==> config.mk <==
export PLATFORM = sky130hd
export DESIGN_NAME = tmr_prog
export DESIGN_NICKNAME = d
export VERILOG_FILES = /design/src/rtl/tmr_prog.sv
export SDC_FILE = /design/constraint.sdc
export NUM_CORES = 1
export LEC_CHECK = 0
export ABC_AREA = 1
export ABC_CLOCK_PERIOD_IN_PS = 11950
export CORE_MARGIN = 2
export CORE_UTILIZATION = 25
export DETAILED_ROUTE_END_ITERATION = 8
export GPL_TIMING_DRIVEN = 0
export PLACE_DENSITY = 0.45
export SKIP_CTS_REPAIR_TIMING = 1
export SLEW_MARGIN = 40
export SYNTH_ARGS = -nofsm -noshare
export SYNTH_HDL_FRONTEND = slang
export SYNTH_SLANG_ARGS = --single-unit
==> constraint.sdc <==
create_clock -name clk -period 11.95 [get_ports clk]
set_clock_uncertainty 0.15 [all_clocks]
set_input_delay 2.39 -clock clk [delete_from_list [all_inputs] [get_ports clk]]
set_output_delay 2.39 -clock clk [all_outputs]
set_load 0.05 [all_outputs]
==> src/rtl/tmr_prog.sv <==
// Programmable prescaled timer: loadable counter, NUM_CMP sticky compare flags, level irq.
// Define TMR_PROG_AUTORELOAD_EN to add CTRL.ARL (periodic reload at CMP_0).
module tmr_prog #(
    parameter int PRESCALE  = 50000,
    parameter int CNT_WIDTH = 32,
    parameter int NUM_CMP   = 2
) (
    input  logic        clk,
    input  logic        rst,
    input  logic        stb,
    input  logic        we,
    input  logic [2:0]  addr,
    input  logic [31:0] data_in,
    output logic [31:0] data_out,
    output logic        ack,
    output logic        irq
);
    localparam int PRE_W = $clog2(PRESCALE);
    localparam logic [PRE_W-1:0] PRE_LAST = PRE_W'(PRESCALE - 1);

    logic [PRE_W-1:0]     pre_reg;
    logic [CNT_WIDTH-1:0] cnt_reg;
    logic [CNT_WIDTH-1:0] cnt_next;
    logic [CNT_WIDTH-1:0] cmp_reg [NUM_CMP];
    logic                 run_reg;
    logic                 ovf_reg;
    logic [NUM_CMP-1:0]   ien_reg;
    logic [NUM_CMP-1:0]   mf_reg;
    logic [NUM_CMP-1:0]   mf_set;
    logic [NUM_CMP-1:0]   mf_clr;
    logic [NUM_CMP-1:0]   cmp_wr;
    logic wr_en, cnt_wr, ctrl_wr, stat_wr;
    logic tick, arl, reload, ovf_set;
    logic unused_bits;

    assign wr_en   = stb & we;
    assign cnt_wr  = wr_en && (addr == 3'd0);
    assign ctrl_wr = wr_en && (addr == 3'd1);
    assign stat_wr = wr_en && (addr == 3'd2);

    assign tick     = run_reg && (pre_reg == PRE_LAST);
    assign reload   = tick && arl && (cnt_reg == cmp_reg[0]);
    assign cnt_next = reload ? '0 : cnt_reg + CNT_WIDTH'(1);
    // A CNT load on a tick edge swallows that tick's flag updates.
    assign ovf_set  = tick && !cnt_wr && !reload && (&cnt_reg);
    assign mf_clr   = stat_wr ? data_in[NUM_CMP-1:0] : '0;

    genvar gi;
    generate
        for (gi = 0; gi < NUM_CMP; gi++) begin : g_chan
            assign cmp_wr[gi] = wr_en && (addr == 3'(4 + gi));
            assign mf_set[gi] = tick && !cnt_wr &&
                                ((cnt_next == cmp_reg[gi]) || ((gi == 0) && reload));
        end
    endgenerate

`ifdef TMR_PROG_AUTORELOAD_EN
    logic arl_reg;
    always_ff @(posedge clk) begin
        if (rst)
            arl_reg <= 1'b0;
        else if (ctrl_wr)
            arl_reg <= data_in[1];
    end
    assign arl = arl_reg;
`else
    assign arl = 1'b0;
`endif

    always_ff @(posedge clk) begin
        if (rst) begin
            pre_reg <= '0;
            cnt_reg <= '0;
            run_reg <= 1'b1;
            ien_reg <= '0;
            mf_reg  <= '0;
            ovf_reg <= 1'b0;
            for (int i = 0; i < NUM_CMP; i++)
                cmp_reg[i] <= '1;
        end else begin
            if (cnt_wr) begin
                cnt_reg <= data_in[CNT_WIDTH-1:0];
                pre_reg <= '0;
            end else if (tick) begin
                cnt_reg <= cnt_next;
                pre_reg <= '0;
            end else if (run_reg) begin
                pre_reg <= pre_reg + PRE_W'(1);
            end
            if (ctrl_wr) begin
                run_reg <= data_in[0];
                ien_reg <= data_in[4 +: NUM_CMP];
            end
            // Set has priority over a same-edge W1C.
            mf_reg  <= (mf_reg & ~mf_clr) | mf_set;
            ovf_reg <= (ovf_reg & ~(stat_wr & data_in[7])) | ovf_set;
            for (int i = 0; i < NUM_CMP; i++)
                if (cmp_wr[i])
                    cmp_reg[i] <= data_in[CNT_WIDTH-1:0];
        end
    end

    always_comb begin
        data_out = '0;
        case (addr)
            3'd0: data_out = 32'(cnt_reg);
            3'd1: begin
                data_out[0]            = run_reg;
                data_out[1]            = arl;
                data_out[4 +: NUM_CMP] = ien_reg;
            end
            3'd2: begin
                data_out[NUM_CMP-1:0] = mf_reg;
                data_out[7]           = ovf_reg;
            end
            default: begin
                for (int i = 0; i < NUM_CMP; i++)
                    if (addr == 3'(4 + i))
                        data_out = 32'(cmp_reg[i]);
            end
        endcase
    end

    assign ack = stb;
    assign irq = |(mf_reg & ien_reg);
    assign unused_bits = &{1'b0, data_in};

endmodule

# After elaboration in Yosys (flattened, before gate mapping)
# Memories as Yosys holds them, arrays and structs flattened.
# Cells that the tools add are included.
# word_totals
reg_bits	54
latch_bits	0
ramBits	64
rom_bits	0
input_bits	39
elab_cells	65
n_memories	1
# classes
add_sub_neg	2
n_mul	0
div_mod_pow	0
n_lt_le_gt_ge	0
n_eq_ne	7
n_shift	0
muxes	21
bitwise	11
reduce_logical	17
# mem_list
name	depth	width	read_ports	rd_ports_with_merged_regs	wr	line	source
cmp_reg	2	32	2	0	2	24	logic [CNT_WIDTH-1:0] cmp_reg [NUM_CMP];
# op_table
op	count
32-bit two-way mux	6
32-bit == test	2
24-bit case mux with 2 select lines	1
32-bit by 1-bit adder with 32-bit output, second input constant	1
32-bit AND reduction	1
16-bit by 1-bit adder with 16-bit output, second input constant	1
16-bit == test, second input constant	1
2-bit case mux with 3 select lines	2
1-bit logical AND	10
1-bit two-way mux	8
3-bit == test, second input constant	2
2-bit AND	2
2-bit case mux with 2 select lines	1
2-bit OR reduction	2
1-bit AND	3
3-bit by 1-bit == test with 1-bit output, second input constant	1
3-bit by 2-bit == test with 1-bit output, second input constant	1
3-bit zero test	1
1-bit bitwise OR	3
1-bit case mux with 3 select lines	1
3-bit OR reduction	1
2-bit two-way mux	1
2-bit NOT	1
2-bit bitwise OR	1
other kinds (4)	4

# Logic depth before layout (Yosys ltp)
# depth
word_depth	6
ltp_mapped	15
ltp_nobuf	15

# Worst setup path before layout
# Ideal clock, no wire load.
# synth_timing
path_type	input to output
startpoint	input port addr[1]
endpoint	output port data_out[16]
arrival_time_ns	3.945
required_time_ns	9.410
path_slack_ns	5.465
stages	6
path_cell_list	inv_2 nand2_1 nor2_1 inv_2 buf_1 o221ai_1
# synth_via
elab_chain_len	4
word_cells_on_any_way	9
classes_between	eq/ne (4); mux (3); reduce/logical (2)
# synth_lines
item	line	source
start, declared	12	input logic [2:0] addr,
3-bit == test	118	if (addr == 3'(4 + i))
32-bit two-way mux (2 in series)	118	
24-bit case mux with 2 select lines *	105	case (addr)
end, declared	14	output logic [31:0] data_out,
# Every way passes the cells marked *; elsewhere a longest branch is shown, timed or not.

# Final worst setup path
# layout_timing
startpoint	input port addr[2]
endpoint	output port data_out[30]
# Same word-level chain as after synthesis.

==> impl_metrics.ini <==
[route]
drtPass1Iterations = 6
ant_nets = 0
drc = 0
totalWireLength_um = 28290
via_per_inst = 4.788
dr_total_vias = 7560
drt_iter0_drc = 661
avgRoutedWirePerCell_um = 17.92

[global_route]
antenna_found_initial = 0
gr-usage-met3 = 0.03728
grt_pass1_wl_um = 42040
grt_max_degree = 17
grt_overflow = 0
grt_pass1_vias = 7138
top_usage_layer = met2
grt_util_met2 = 0.2860
use_met1 = 0.2500
grt_usage = 0.1829

[placement]
dpl.cell_count = 1547
place_congestion = 0.9102
place_ws_ns = 3.528
placed_cell_area_mm2 = 0.008869
io_buffers = 71
hpwlAfterDp_um = 21480

[power_and_ir_drop]
p_per_area_mw_per_mm2 = 116.4
p_leak_nw = 3.885
p_seq_frac = 0.415
switchingPower_uw = 301.7
p_clk_frac = 0.465
power.total_mw = 1.101
swShare = 0.2741
ir_worst_vdd_uv = 93.59
p_comb_frac = 0.120
intPower_uw = 798.9

[layout]
synthToLayoutAreaGrowth_pct = 25.21
antenna-diode-count = 0
final_cells = 1579
fin_nets = 1217
largest_reg_flops = 64
drive_above_1_share = 0.07822
final_area_mm2 = 0.009458

[logic_synthesis]
synth_top_cells_by_area = edfxtp_1, nand2_1, dfxtp_1, inv_1, nand3_1
avgSynthCellArea_um2 = 6.981
synth_top_cell_by_area = edfxtp_1
syn_inst = 1082
synthFlopType = edfxtp_1
yosysTopAreaCellShare = 0.2544
ys_warn_count = 0
ys_seq_area_frac = 0.3975
syn_area_mm2 = 0.007553
ys_types = 48
synth_edf_count = 64
synth.most_common_cell = nand2_1
synth_nets = 1123
async_flop_share = 0
synth-seq-cells = 118
yosys-top-cells-count = nand2_1, inv_1, nor2_1

[clock_network]
cts_inserted_buffers = 17
cts_htree_levels = 4
cts_tree = done
cts_root_buf = clkbuf_16
cts.sinks = 118
cts_buffer_depth = 2
clk_latency_ns = 0.44
clkSlewWorstSetupHoldPaths_ns = 0.06

[worst_setup_path]
crit_fanout = 10
slowest_stage = clkdlybuf4s50_1
timing.rr.start = cnt_reg[2]
worstPathRequired_ns = 9.41
cpPeakStageDelay_ns = 0.87
reg2reg_depth = 12
path_class = in -> out
worstSetupEndpointType = primary output
reg2reg_setup_slack_ns = 9.05
startpoint_type = primary input
crit_chain = clkdlybuf4s50_1, inv_1, nor2_2, inv_2, clkbuf_2, o221ai_1, clkdlybuf4s50_1
path_delay_family = buffers and inverters
arrival_ns = 5.54
critPathLaunch = addr[2]
cp_num_buf_inv = 5
r2r_end = mf_reg[0]
path_common_cell = clkdlybuf4s50_1

[sta]
tns_ns = 0
rsz0062_at_grt = false
slew-limit-headroom = 0.4226
fin_crit_sh = 0.6765
setup_viol = 0
max_freq_mhz = 123.7
finalHoldViolations = 0
worst_slew_pin_slew_ns = 0.8660
setup_slack_ns = 3.866
drv_slew = 0
period_needed_ns = 8.084

[hold_path]
hp-class = reg -> reg
worstHoldPathCells = 2
hp-start = pre_reg[14]
whs_endpoint = pre_reg[14]

[floorplan]
dieHeight_um = 177.8
die_area_mm2 = 0.03162
rows = 63
die_width_um = 177.8
core_mm2 = 0.02972
ios = 73
initial_core_util = 0.2542

[run_status]
status = complete, no violations

[flow_run]
cap_viol_max_count = 0
[cell families after synthesis]
kind of cell    share of synthesized area
fa+ha+maj                        0.003312
buf+inv                           0.09607
xor+xnor                          0.02965
simple gates                       0.3709
flops                              0.3975
compound gates                     0.1025
[how the worst max path moves through the flow]
stage,end,slack (ns),cells past startpoint
after CTS,data_out[31],3.52,7
after global placement,cmp_reg[0][42],2.01,6
after detailed placement,data_out[31],3.53,7
after global routing,data_out[31],3.81,7
final,data_out[30],3.87,7
after floorplan,data_out[16],5.46,6
[metrics by stage]
stage / util / hold WS (ns)
2_1_floorplan: - / 0.3067
3_3_place_gp: 0.2945 / 0.3292
3_5_place_dp: 0.2984 / 0.3369
4_1_cts: 0.3181 / 0.3488
5_1_grt: 0.3183 / 0.3706
6_report: 0.3183 / 0.3492
[routing by layer]
layer | share of wire | wire, µm
met5 | 0 | 0
met3 | 0.064 | 1819
met4 | 0.024 | 692
met1 | 0.47 | 13280
met2 | 0.44 | 12510
[placed cells by master, fill, tap and decap left out, types with 3 or more instances in the layout]
| cell type | count |
|---|---|
| xnor2_1 | 5 |
| clkbuf_2 | 6 |
| nor2_2 | 6 |
| nor2_1 | 114 |
| clkbuf_1 | 12 |
| nand4_1 | 9 |
| dfxtp_1 | 54 |
| nor3_1 | 6 |
| inv_1 | 156 |
| nor2_8 | 3 |
| nand2_2 | 12 |
| buf_2 | 5 |
| o22ai_1 | 18 |
| clkbuf_16 | 20 |
| a31oi_1 | 19 |
| nand2_4 | 3 |
| a21oi_1 | 24 |
| clkdlybuf4s50_1 | 71 |
| nor2_4 | 5 |
| edfxtp_1 | 64 |
| nand2_1 | 355 |
| o221ai_1 | 27 |
| o21a_1 | 4 |
| nand3_1 | 112 |
| and2_1 | 4 |
| inv_4 | 3 |
| o21ai_0 | 7 |
| inv_2 | 7 |
| xor2_1 | 10 |
[power by group through the flow]
| stage | clock, mW | combinational (mW) | sequential, mW |
|---|---|---|---|
| finish | 0.512 | 0.132 | 0.457 |
| global route | 0.536 | 0.143 | 0.459 |
| CTS | 0.518 | 0.132 | 0.456 |
| detailed placement | 0 | 0.132 | 0.465 |
| global placement | 0 | 0.126 | 0.467 |
| floorplan | 0 | 0.0756 | 0.461 |
[area by class of cell]
type                    count  area (µm²)
fillers                  3231       20260
flip-flops and latches    118        3003
inverters                 165       619.3
clock inverters             9       61.31
clock buffers              23       521.8
multi-input cells         775        3856
well taps                 390       488.0
plain buffers              24       112.6
repair buffers             75       795.8
[worst min-delay path: stages (launching register included)]
cell and delay (ns):
dfxtp_1 0.32, inv_1 0.08, a21oi_1 0.06
No activity file was read; power rests on OpenSTA's default activity.
